## config.mk

```make
export PLATFORM = sky130hd
export DESIGN_NAME = lc3_pipe_controller_flat
export DESIGN_NICKNAME = d
export VERILOG_FILES = /design/src/rtl/lc3_pipe_controller_if.sv /design/src/rtl/lc3_pipe_controller.sv /design/src/flat_wrapper.sv
export SDC_FILE = /design/constraint.sdc
export NUM_CORES = 1
export LEC_CHECK = 0
export CAP_MARGIN = 20
export CORE_ASPECT_RATIO = 1.2
export CORE_MARGIN = 3
export CORE_UTILIZATION = 30
export CTS_CLUSTER_SIZE = 16
export DETAILED_ROUTE_END_ITERATION = 7
export PLACE_DENSITY = 0.8
export SYNTH_ARGS = -nofsm -noshare
export SYNTH_HDL_FRONTEND = slang
export SYNTH_SLANG_ARGS = --single-unit
```

## constraint.sdc

```tcl
create_clock -name clock -period 3.4 [get_ports clock]
set_input_delay 0.51 -clock clock [delete_from_list [all_inputs] [get_ports clock]]
set_output_delay 0.51 -clock clock [all_outputs]
set_load 0.05 [all_outputs]
```

## src/rtl/lc3_pipe_controller_if.sv

```systemverilog
// ---------------------------------------------------------------------------
// lc3_pipe_controller_if
// Bundles the signals between the LC3 pipeline controller and the rest of
// the core.
//   Core -> controller : complete_instr, complete_data, IR, IR_Exec, psr
//   Controller -> core : enable_updatePC/fetch/decode/execute/writeback,
//                        br_taken, mem_state, bypass_alu_1/2, bypass_mem_1/2
// Modports: master = core side (drives status), slave = controller side.
// ---------------------------------------------------------------------------
interface lc3_pipe_controller_if;
    logic        complete_instr;
    logic        complete_data;
    logic [15:0] IR;
    logic [15:0] IR_Exec;
    logic [2:0]  psr;

    logic        enable_updatePC;
    logic        enable_fetch;
    logic        enable_decode;
    logic        enable_execute;
    logic        enable_writeback;
    logic        br_taken;
    logic [1:0]  mem_state;
    logic        bypass_alu_1;
    logic        bypass_alu_2;
    logic        bypass_mem_1;
    logic        bypass_mem_2;

    modport master (
        output complete_instr, complete_data, IR, IR_Exec, psr,
        input  enable_updatePC, enable_fetch, enable_decode, enable_execute,
               enable_writeback, br_taken, mem_state,
               bypass_alu_1, bypass_alu_2, bypass_mem_1, bypass_mem_2
    );

    modport slave (
        input  complete_instr, complete_data, IR, IR_Exec, psr,
        output enable_updatePC, enable_fetch, enable_decode, enable_execute,
               enable_writeback, br_taken, mem_state,
               bypass_alu_1, bypass_alu_2, bypass_mem_1, bypass_mem_2
    );
endinterface

```

## src/rtl/lc3_pipe_controller.sv

```systemverilog
// ---------------------------------------------------------------------------
// lc3_pipe_controller
// Pipeline controller for the LC3 core: per-stage enables with post-reset
// fill, data-memory access FSM with front-end stall, control-hazard bubbles
// and branch decision for BR/JMP, and ALU/memory bypass selects.
// Ports:
//   clock  in  core clock, rising edge
//   reset  in  asynchronous, active-low
//   ctrl   slave modport of lc3_pipe_controller_if (status in, enables out)
// ---------------------------------------------------------------------------
module lc3_pipe_controller #(
    parameter int unsigned BR_STALL_CYCLES = 3   // 1..7
) (
    input  logic                  clock,
    input  logic                  reset,
    lc3_pipe_controller_if.slave  ctrl
);
    // Stages after fetch that come alive one per cycle after reset.
    localparam int FILL_STAGES = 4;

    localparam logic [3:0] OP_BR  = 4'b0000;
    localparam logic [3:0] OP_ADD = 4'b0001;
    localparam logic [3:0] OP_LD  = 4'b0010;
    localparam logic [3:0] OP_ST  = 4'b0011;
    localparam logic [3:0] OP_AND = 4'b0101;
    localparam logic [3:0] OP_LDR = 4'b0110;
    localparam logic [3:0] OP_STR = 4'b0111;
    localparam logic [3:0] OP_NOT = 4'b1001;
    localparam logic [3:0] OP_LDI = 4'b1010;
    localparam logic [3:0] OP_STI = 4'b1011;
    localparam logic [3:0] OP_JMP = 4'b1100;
    localparam logic [3:0] OP_LEA = 4'b1110;

    typedef enum logic [1:0] {
        MEM_READ     = 2'b00,
        MEM_INDIRECT = 2'b01,
        MEM_WRITE    = 2'b10,
        MEM_IDLE     = 2'b11
    } mem_state_t;

    mem_state_t           mem_state_q, mem_state_d;
    logic                 ind_store_q, ind_store_d;   // INDIRECT belongs to an STI
    logic [2:0]           bubble_q, bubble_d;
    logic [FILL_STAGES:0] fill_q, fill_d;             // [0]PC [1]fetch [2]dec [3]exe [4]wb

    logic [3:0] op_dec, op_exec;
    logic [2:0] dest, sr1, sr2;
    logic       run, mem_busy, bubble_active;
    logic       en_pc, en_fetch, en_dec, en_exec, en_wb, br_take;
    logic       prod_alu, prod_mem, reads_sr1, reads_sr2, match1, match2;
    logic       unused_bits;

    assign op_dec  = ctrl.IR[15:12];
    assign op_exec = ctrl.IR_Exec[15:12];
    assign dest    = ctrl.IR_Exec[11:9];
    assign sr1     = ctrl.IR[8:6];
    assign sr2     = ctrl.IR[2:0];
    // Store source (IR[11:9]) is deliberately never compared.
    assign unused_bits = ^{ctrl.IR[11:9], ctrl.IR[4:3], ctrl.IR_Exec[8:0]};

    assign run           = ctrl.complete_instr;
    assign mem_busy      = (mem_state_q != MEM_IDLE);
    assign bubble_active = (bubble_q != 3'd0);

    assign en_exec = run & fill_q[3] & ~mem_busy;
    assign br_take = en_exec & ((op_exec == OP_JMP) |
                     ((op_exec == OP_BR) & |(ctrl.IR_Exec[11:9] & ctrl.psr)));
    // A taken branch must load the target even while the front end is bubbled.
    assign en_pc    = (run & fill_q[0] & ~mem_busy & ~bubble_active) | br_take;
    assign en_fetch = run & fill_q[1] & ~mem_busy & ~bubble_active;
    assign en_dec   = run & fill_q[2] & ~mem_busy & ~bubble_active;
    // Writeback resumes for the load result on the cycle the read completes.
    assign en_wb    = run & fill_q[4] &
                      (~mem_busy | ((mem_state_q == MEM_READ) & ctrl.complete_data));

    // Bypass selects
    assign prod_alu  = (op_exec == OP_ADD) | (op_exec == OP_AND) |
                       (op_exec == OP_NOT) | (op_exec == OP_LEA);
    assign prod_mem  = (op_exec == OP_LD) | (op_exec == OP_LDR) | (op_exec == OP_LDI);
    assign reads_sr1 = (op_dec == OP_ADD) | (op_dec == OP_AND) | (op_dec == OP_NOT) |
                       (op_dec == OP_LDR) | (op_dec == OP_STR) | (op_dec == OP_JMP);
    assign reads_sr2 = ((op_dec == OP_ADD) | (op_dec == OP_AND)) & ~ctrl.IR[5];
    assign match1    = en_exec & reads_sr1 & (sr1 == dest);
    assign match2    = en_exec & reads_sr2 & (sr2 == dest);

    assign ctrl.enable_updatePC  = en_pc;
    assign ctrl.enable_fetch     = en_fetch;
    assign ctrl.enable_decode    = en_dec;
    assign ctrl.enable_execute   = en_exec;
    assign ctrl.enable_writeback = en_wb;
    assign ctrl.br_taken         = br_take;
    assign ctrl.mem_state        = mem_state_q;
    assign ctrl.bypass_alu_1     = match1 & prod_alu;
    assign ctrl.bypass_alu_2     = match2 & prod_alu;
    assign ctrl.bypass_mem_1     = match1 & prod_mem;
    assign ctrl.bypass_mem_2     = match2 & prod_mem;

    always_ff @(posedge clock or negedge reset) begin
        if (!reset) begin
            mem_state_q <= MEM_IDLE;
            ind_store_q <= 1'b0;
            bubble_q    <= 3'd0;
            fill_q      <= '0;
        end else begin
            mem_state_q <= mem_state_d;
            ind_store_q <= ind_store_d;
            bubble_q    <= bubble_d;
            fill_q      <= fill_d;
        end
    end

    always_comb begin
        mem_state_d = mem_state_q;
        ind_store_d = ind_store_q;
        bubble_d    = bubble_q;
        fill_d      = fill_q;

        // PC and fetch come up together, then one stage per cycle.
        if (run) begin
            fill_d = {fill_q[FILL_STAGES-1:1], 2'b11};
        end

        // Only a BR/JMP actually accepted by decode arms the bubble; a mem
        // stall freezes the count.
        if (en_dec && ((op_dec == OP_BR) || (op_dec == OP_JMP))) begin
            bubble_d = 3'(BR_STALL_CYCLES);
        end else if (run && !mem_busy && bubble_active) begin
            bubble_d = bubble_q - 3'd1;
        end

        // complete_data advances the FSM even while the front end is frozen.
        unique case (mem_state_q)
            MEM_IDLE: begin
                if (en_exec) begin
                    unique case (op_exec)
                        OP_LD, OP_LDR: mem_state_d = MEM_READ;
                        OP_ST, OP_STR: mem_state_d = MEM_WRITE;
                        OP_LDI: begin
                            mem_state_d = MEM_INDIRECT;
                            ind_store_d = 1'b0;
                        end
                        OP_STI: begin
                            mem_state_d = MEM_INDIRECT;
                            ind_store_d = 1'b1;
                        end
                        default: mem_state_d = MEM_IDLE;
                    endcase
                end
            end
            MEM_INDIRECT: begin
                if (ctrl.complete_data) begin
                    mem_state_d = ind_store_q ? MEM_WRITE : MEM_READ;
                end
            end
            MEM_READ, MEM_WRITE: begin
                if (ctrl.complete_data) begin
                    mem_state_d = MEM_IDLE;
                end
            end
            default: mem_state_d = MEM_IDLE;
        endcase
    end
endmodule
```

## src/flat_wrapper.sv

```systemverilog
// flat-port wrapper written by rule: the top's interface ports become plain ports
module lc3_pipe_controller_flat 
#(
    parameter int unsigned BR_STALL_CYCLES = 3          
)
  (clock, reset, ctrl_complete_instr, ctrl_complete_data, ctrl_IR, ctrl_IR_Exec, ctrl_psr, ctrl_enable_updatePC, ctrl_enable_fetch, ctrl_enable_decode, ctrl_enable_execute, ctrl_enable_writeback, ctrl_br_taken, ctrl_mem_state, ctrl_bypass_alu_1, ctrl_bypass_alu_2, ctrl_bypass_mem_1, ctrl_bypass_mem_2);
  lc3_pipe_controller_if ctrl_i ();
  input  logic clock;
  input  logic reset;
  input wire logic [$bits(ctrl_i.complete_instr)-1:0] ctrl_complete_instr;
  input wire logic [$bits(ctrl_i.complete_data)-1:0] ctrl_complete_data;
  input wire logic [$bits(ctrl_i.IR)-1:0] ctrl_IR;
  input wire logic [$bits(ctrl_i.IR_Exec)-1:0] ctrl_IR_Exec;
  input wire logic [$bits(ctrl_i.psr)-1:0] ctrl_psr;
  output wire logic [$bits(ctrl_i.enable_updatePC)-1:0] ctrl_enable_updatePC;
  output wire logic [$bits(ctrl_i.enable_fetch)-1:0] ctrl_enable_fetch;
  output wire logic [$bits(ctrl_i.enable_decode)-1:0] ctrl_enable_decode;
  output wire logic [$bits(ctrl_i.enable_execute)-1:0] ctrl_enable_execute;
  output wire logic [$bits(ctrl_i.enable_writeback)-1:0] ctrl_enable_writeback;
  output wire logic [$bits(ctrl_i.br_taken)-1:0] ctrl_br_taken;
  output wire logic [$bits(ctrl_i.mem_state)-1:0] ctrl_mem_state;
  output wire logic [$bits(ctrl_i.bypass_alu_1)-1:0] ctrl_bypass_alu_1;
  output wire logic [$bits(ctrl_i.bypass_alu_2)-1:0] ctrl_bypass_alu_2;
  output wire logic [$bits(ctrl_i.bypass_mem_1)-1:0] ctrl_bypass_mem_1;
  output wire logic [$bits(ctrl_i.bypass_mem_2)-1:0] ctrl_bypass_mem_2;
  assign ctrl_i.complete_instr = ctrl_complete_instr;
  assign ctrl_i.complete_data = ctrl_complete_data;
  assign ctrl_i.IR = ctrl_IR;
  assign ctrl_i.IR_Exec = ctrl_IR_Exec;
  assign ctrl_i.psr = ctrl_psr;
  assign ctrl_enable_updatePC = ctrl_i.enable_updatePC;
  assign ctrl_enable_fetch = ctrl_i.enable_fetch;
  assign ctrl_enable_decode = ctrl_i.enable_decode;
  assign ctrl_enable_execute = ctrl_i.enable_execute;
  assign ctrl_enable_writeback = ctrl_i.enable_writeback;
  assign ctrl_br_taken = ctrl_i.br_taken;
  assign ctrl_mem_state = ctrl_i.mem_state;
  assign ctrl_bypass_alu_1 = ctrl_i.bypass_alu_1;
  assign ctrl_bypass_alu_2 = ctrl_i.bypass_alu_2;
  assign ctrl_bypass_mem_1 = ctrl_i.bypass_mem_1;
  assign ctrl_bypass_mem_2 = ctrl_i.bypass_mem_2;
  lc3_pipe_controller #(.BR_STALL_CYCLES(BR_STALL_CYCLES)) u_core (.clock(clock), .reset(reset), .ctrl(ctrl_i));
endmodule
```

==> flow_metrics.tcl <==
set metrics [dict create \
    run_status "finished, final reports clean" \
    place_inst 153 \
    crit_chain "clkdlybuf4s50_1, nand4_4, nor3_1, and2_1, clkdlybuf4s50_1" \
    yosys.cell_types.count 35 \
    final-instance-count-excl-fill 157 \
    cts-buffers-inserted 3 \
    cell_area_power_density_mw_per_mm2 552 \
    rr_worst_depth 3 \
    timing_worst_slew_pin_value_ns 0.507 \
    clkTransAtPathRegs_ns 0.07 \
    finalClockSkew_ns 0.000673 \
    synth-adder-area-share 0.0335 \
    finish.net_count 168 \
    timing.setup.critical_path_class "primary input to primary output" \
    finalSetupViolCount 0 \
    min_from "u_core.bubble_q[2]" \
    post_cts_hold_buffer_count 0 \
    place.detailed.hpwl_um 1670 \
    grtUsageTotal 0.137 \
    synth_enable_flop_cells 0 \
    globalplace.congestion 0.746 \
    hold_class "flip-flop to flip-flop" \
    yosysMostFrequentCell "sky130_fd_sc_hd__nand2_1" \
    num_io_pins 51 \
    totalNegativeSetupSlack_ns 0 \
    postSynth.asyncResetShare 1.00 \
    post-route-min-period_ns 3.03 \
    total_leakage_power_nw 0.501 \
    mappedNetlistNets 128 \
    worst_skew_pair.late_latency_ns 0.26 \
    cells_after_synthesis 87 \
    combinational_family_with_the_most_area_after_synthesis "simple AND/OR/NAND/NOR gates" \
    drv.max_cap_violation_count 0 \
    rsz0062_at_grt "no" \
    fin_crit_sh 0.892 \
    worstReg2RegEnd "u_core.ind_store_q" \
    slowest_stage "sky130_fd_sc_hd__clkdlybuf4s50_1" \
    worstPathMaxFanout 10 \
    worstPathBufferInverterCount 2 \
    netlist.top_cell.by_area "sky130_fd_sc_hd__dfrtp_1" \
    drt-pass1-iter-count 4 \
    antenna_cells_inserted 0 \
    grt_pass1_vias 742 \
    ctsLongestPathBuffers 2 \
    relSlewSlack 0.661 \
    end_kind "primary output" \
    post-route-drc-count 0 \
    clock-root-buffer "sky130_fd_sc_hd__clkbuf_4" \
    cpPeakStageDelay_ns 0.80 \
    floorplan.rows 19 \
    clock_tree_from_tritoncts "built" \
    min_path_cells 1 \
    synthXorXnorAreaFrac 0.0938 \
    synth_ff_type "sky130_fd_sc_hd__dfrtp_1" \
    max-vdd-ir-drop_v 0.000397 \
    critPathMostFrequentCell "sky130_fd_sc_hd__clkdlybuf4s50_1" \
    yosys.area.top_type_share 0.268 \
    portBuffers 36 \
    die_area_mm2 0.00313 \
    power_after_layout_w 0.000646 \
    seqCellArea_um2 253 \
    crit-reg2reg-launch "u_core.ctrl.mem_state[0]" \
    cts_sinks 10 \
    cts.htree.levels 1 \
    timing.critical_path.max_delay_family "buffers and inverters" \
    cp_data_required_time_ns 2.89 \
    cts_repair_resize_count 0 \
    num-fill-cells 240 \
    wire_per_inst_um 12.2 \
    muxShareOfSynthArea 0.0436 \
    r2r_setup_slack_ns 1.96 \
    post_cts_buffers 0 \
    netlist_top_cells_area "sky130_fd_sc_hd__dfrtp_1 27%, sky130_fd_sc_hd__dfstp_2 7.0%, sky130_fd_sc_hd__xnor2_1 5.9%" \
    worst_setup_path_start_kind "primary input" \
    report.final.slew_viol_count 0 \
    clock.fmax_mhz 330 \
    grt_first_pass_wirelength_um 3240 \
    syn2layout_area_growth_pct 56.6 \
    overall_die_width_um 51.6 \
    cp_data_arrival_time_ns 2.52 \
    num_vias 753 \
    grt_antenna_before_repair 0 \
    synth_commonest_cells "9 x sky130_fd_sc_hd__nand2_1, 8 x sky130_fd_sc_hd__dfrtp_1, 7 x sky130_fd_sc_hd__inv_1, 7 x sky130_fd_sc_hd__nor2_1" \
    pin_count_of_the_biggest_net_entering_global_routing 11 \
    final-hold-violation-count 0 \
    final.hold.worst_slack_ns 0.480 \
    floorplan.initialDensity 0.321 \
    multi_input_comb_area_um2 459 \
    drt-vias-per-instance 4.80 \
    die_h_um 60.7 \
    synth_compound_gate_area_share 0.137 \
    totalWireLength_um 1920 \
    synth.yosys.warnings 0 \
    seq_area_frac_synth 0.338 \
    synth.avg_cell_area_um2 8.59 \
    netlist_area_um2 747 \
    ant_nets 0 \
    grt-ovfl-total 0 \
    post_route_cells_drive_above_1_share 0.111 \
    seq_cells_post_synth 10 \
    yosys.area_share.simple 0.307 \
    drt_iter0_markers 9 \
    timing.hold.worst_endpoint "u_core.bubble_q[2]" \
    coreArea_mm2 0.00233 \
]
==> logic make-up (layout without fill, tap and decap cells) <==
logic type / count (synthesis) / count (layout)
simple gates: 39 / 39
compound gates: 16 / 16
flops: 10 / 10
buf+inv: 9 / 48
xor+xnor: 8 / 8
mux: 3 / 3
fa+ha+maj: 2 / 2
==> cell usage in the layout (no fill, tap or decap), drive strengths merged <==
cell,n
or2,1
clkbuf,4
o41ai,1
a21oi,3
nor2b,1
o21ai,8
dfstp,2
nor4b,1
and2,1
and3b,1
nor2,7
ha,2
nand3,2
clkinv,1
nand4bb,1
a21o,2
buf,3
or3,1
xor2,3
clkdlybuf4s50,33
xnor2,5
mux2,2
mux2i,1
a222oi,1
nand4,3
nor3,3
a31oi,1
nand2b,3
nand2,9
nor3b,1
and3,4
dfrtp,8
inv,7
==> sequential cells by signal (all words and copies together) (netlist names) <==
| signal | flops |
|---|---|
| u_core.bubble_q | 3 |
| u_core.ctrl.mem_state | 2 |
| u_core.fill_q | 4 |
| u_core.ind_store_q | 1 |
==> layout make-up <==
cell class | count | share of cell area
clock buffers | 4 | 0.0310
well taps | 31 | 0.0332
multi-input cells | 68 | 0.393
flip-flops and latches | 10 | 0.216
inverters | 8 | 0.0257
repair buffers | 36 | 0.302
==> where the power goes <==
group | internal [W] | switching (W)
Combinational | 0.000143 | 0.000192
Sequential | 0.000165 | 0.0000393
Clock | 0.0000650 | 0.0000408
Total | 0.000374 | 0.000272
==> metrics by stage <==
stage,setup WS (ns),util,cell area [um2]
6_report,0.368,0.502,1170
5_1_grt,0.241,0.502,1170
4_1_cts,0.350,0.502,1170
3_5_place_dp,0.354,0.487,1130
3_3_place_gp,0.366,0.487,1130
2_1_floorplan,0.882,-,747
==> routing by layer <==
layer	share of wire	GRT usage	up-vias
met4	0	0.0337	0
met2	0.56	0.273	15
li1	-	-	385
met3	0.040	0.0319	0
met5	0	0	-
met1	0.40	0.144	353
==> worst max-delay path by stage <==
stage                                   startpoint           endpoint  slack [ns]  depth (start not counted)
final                          ctrl_complete_instr      ctrl_br_taken        0.37                          5
after global routing                   ctrl_IR[13]  ctrl_bypass_alu_2        0.24                          5
after CTS                      ctrl_complete_instr      ctrl_br_taken        0.35                          5
after detailed placement       ctrl_complete_instr      ctrl_br_taken        0.35                          5
after global placement         ctrl_complete_instr      ctrl_br_taken        0.37                          5
after floorplan           u_core.ctrl.mem_state[0]  ctrl_bypass_alu_1        0.88                          4
(Power assumes the default switching activity.)
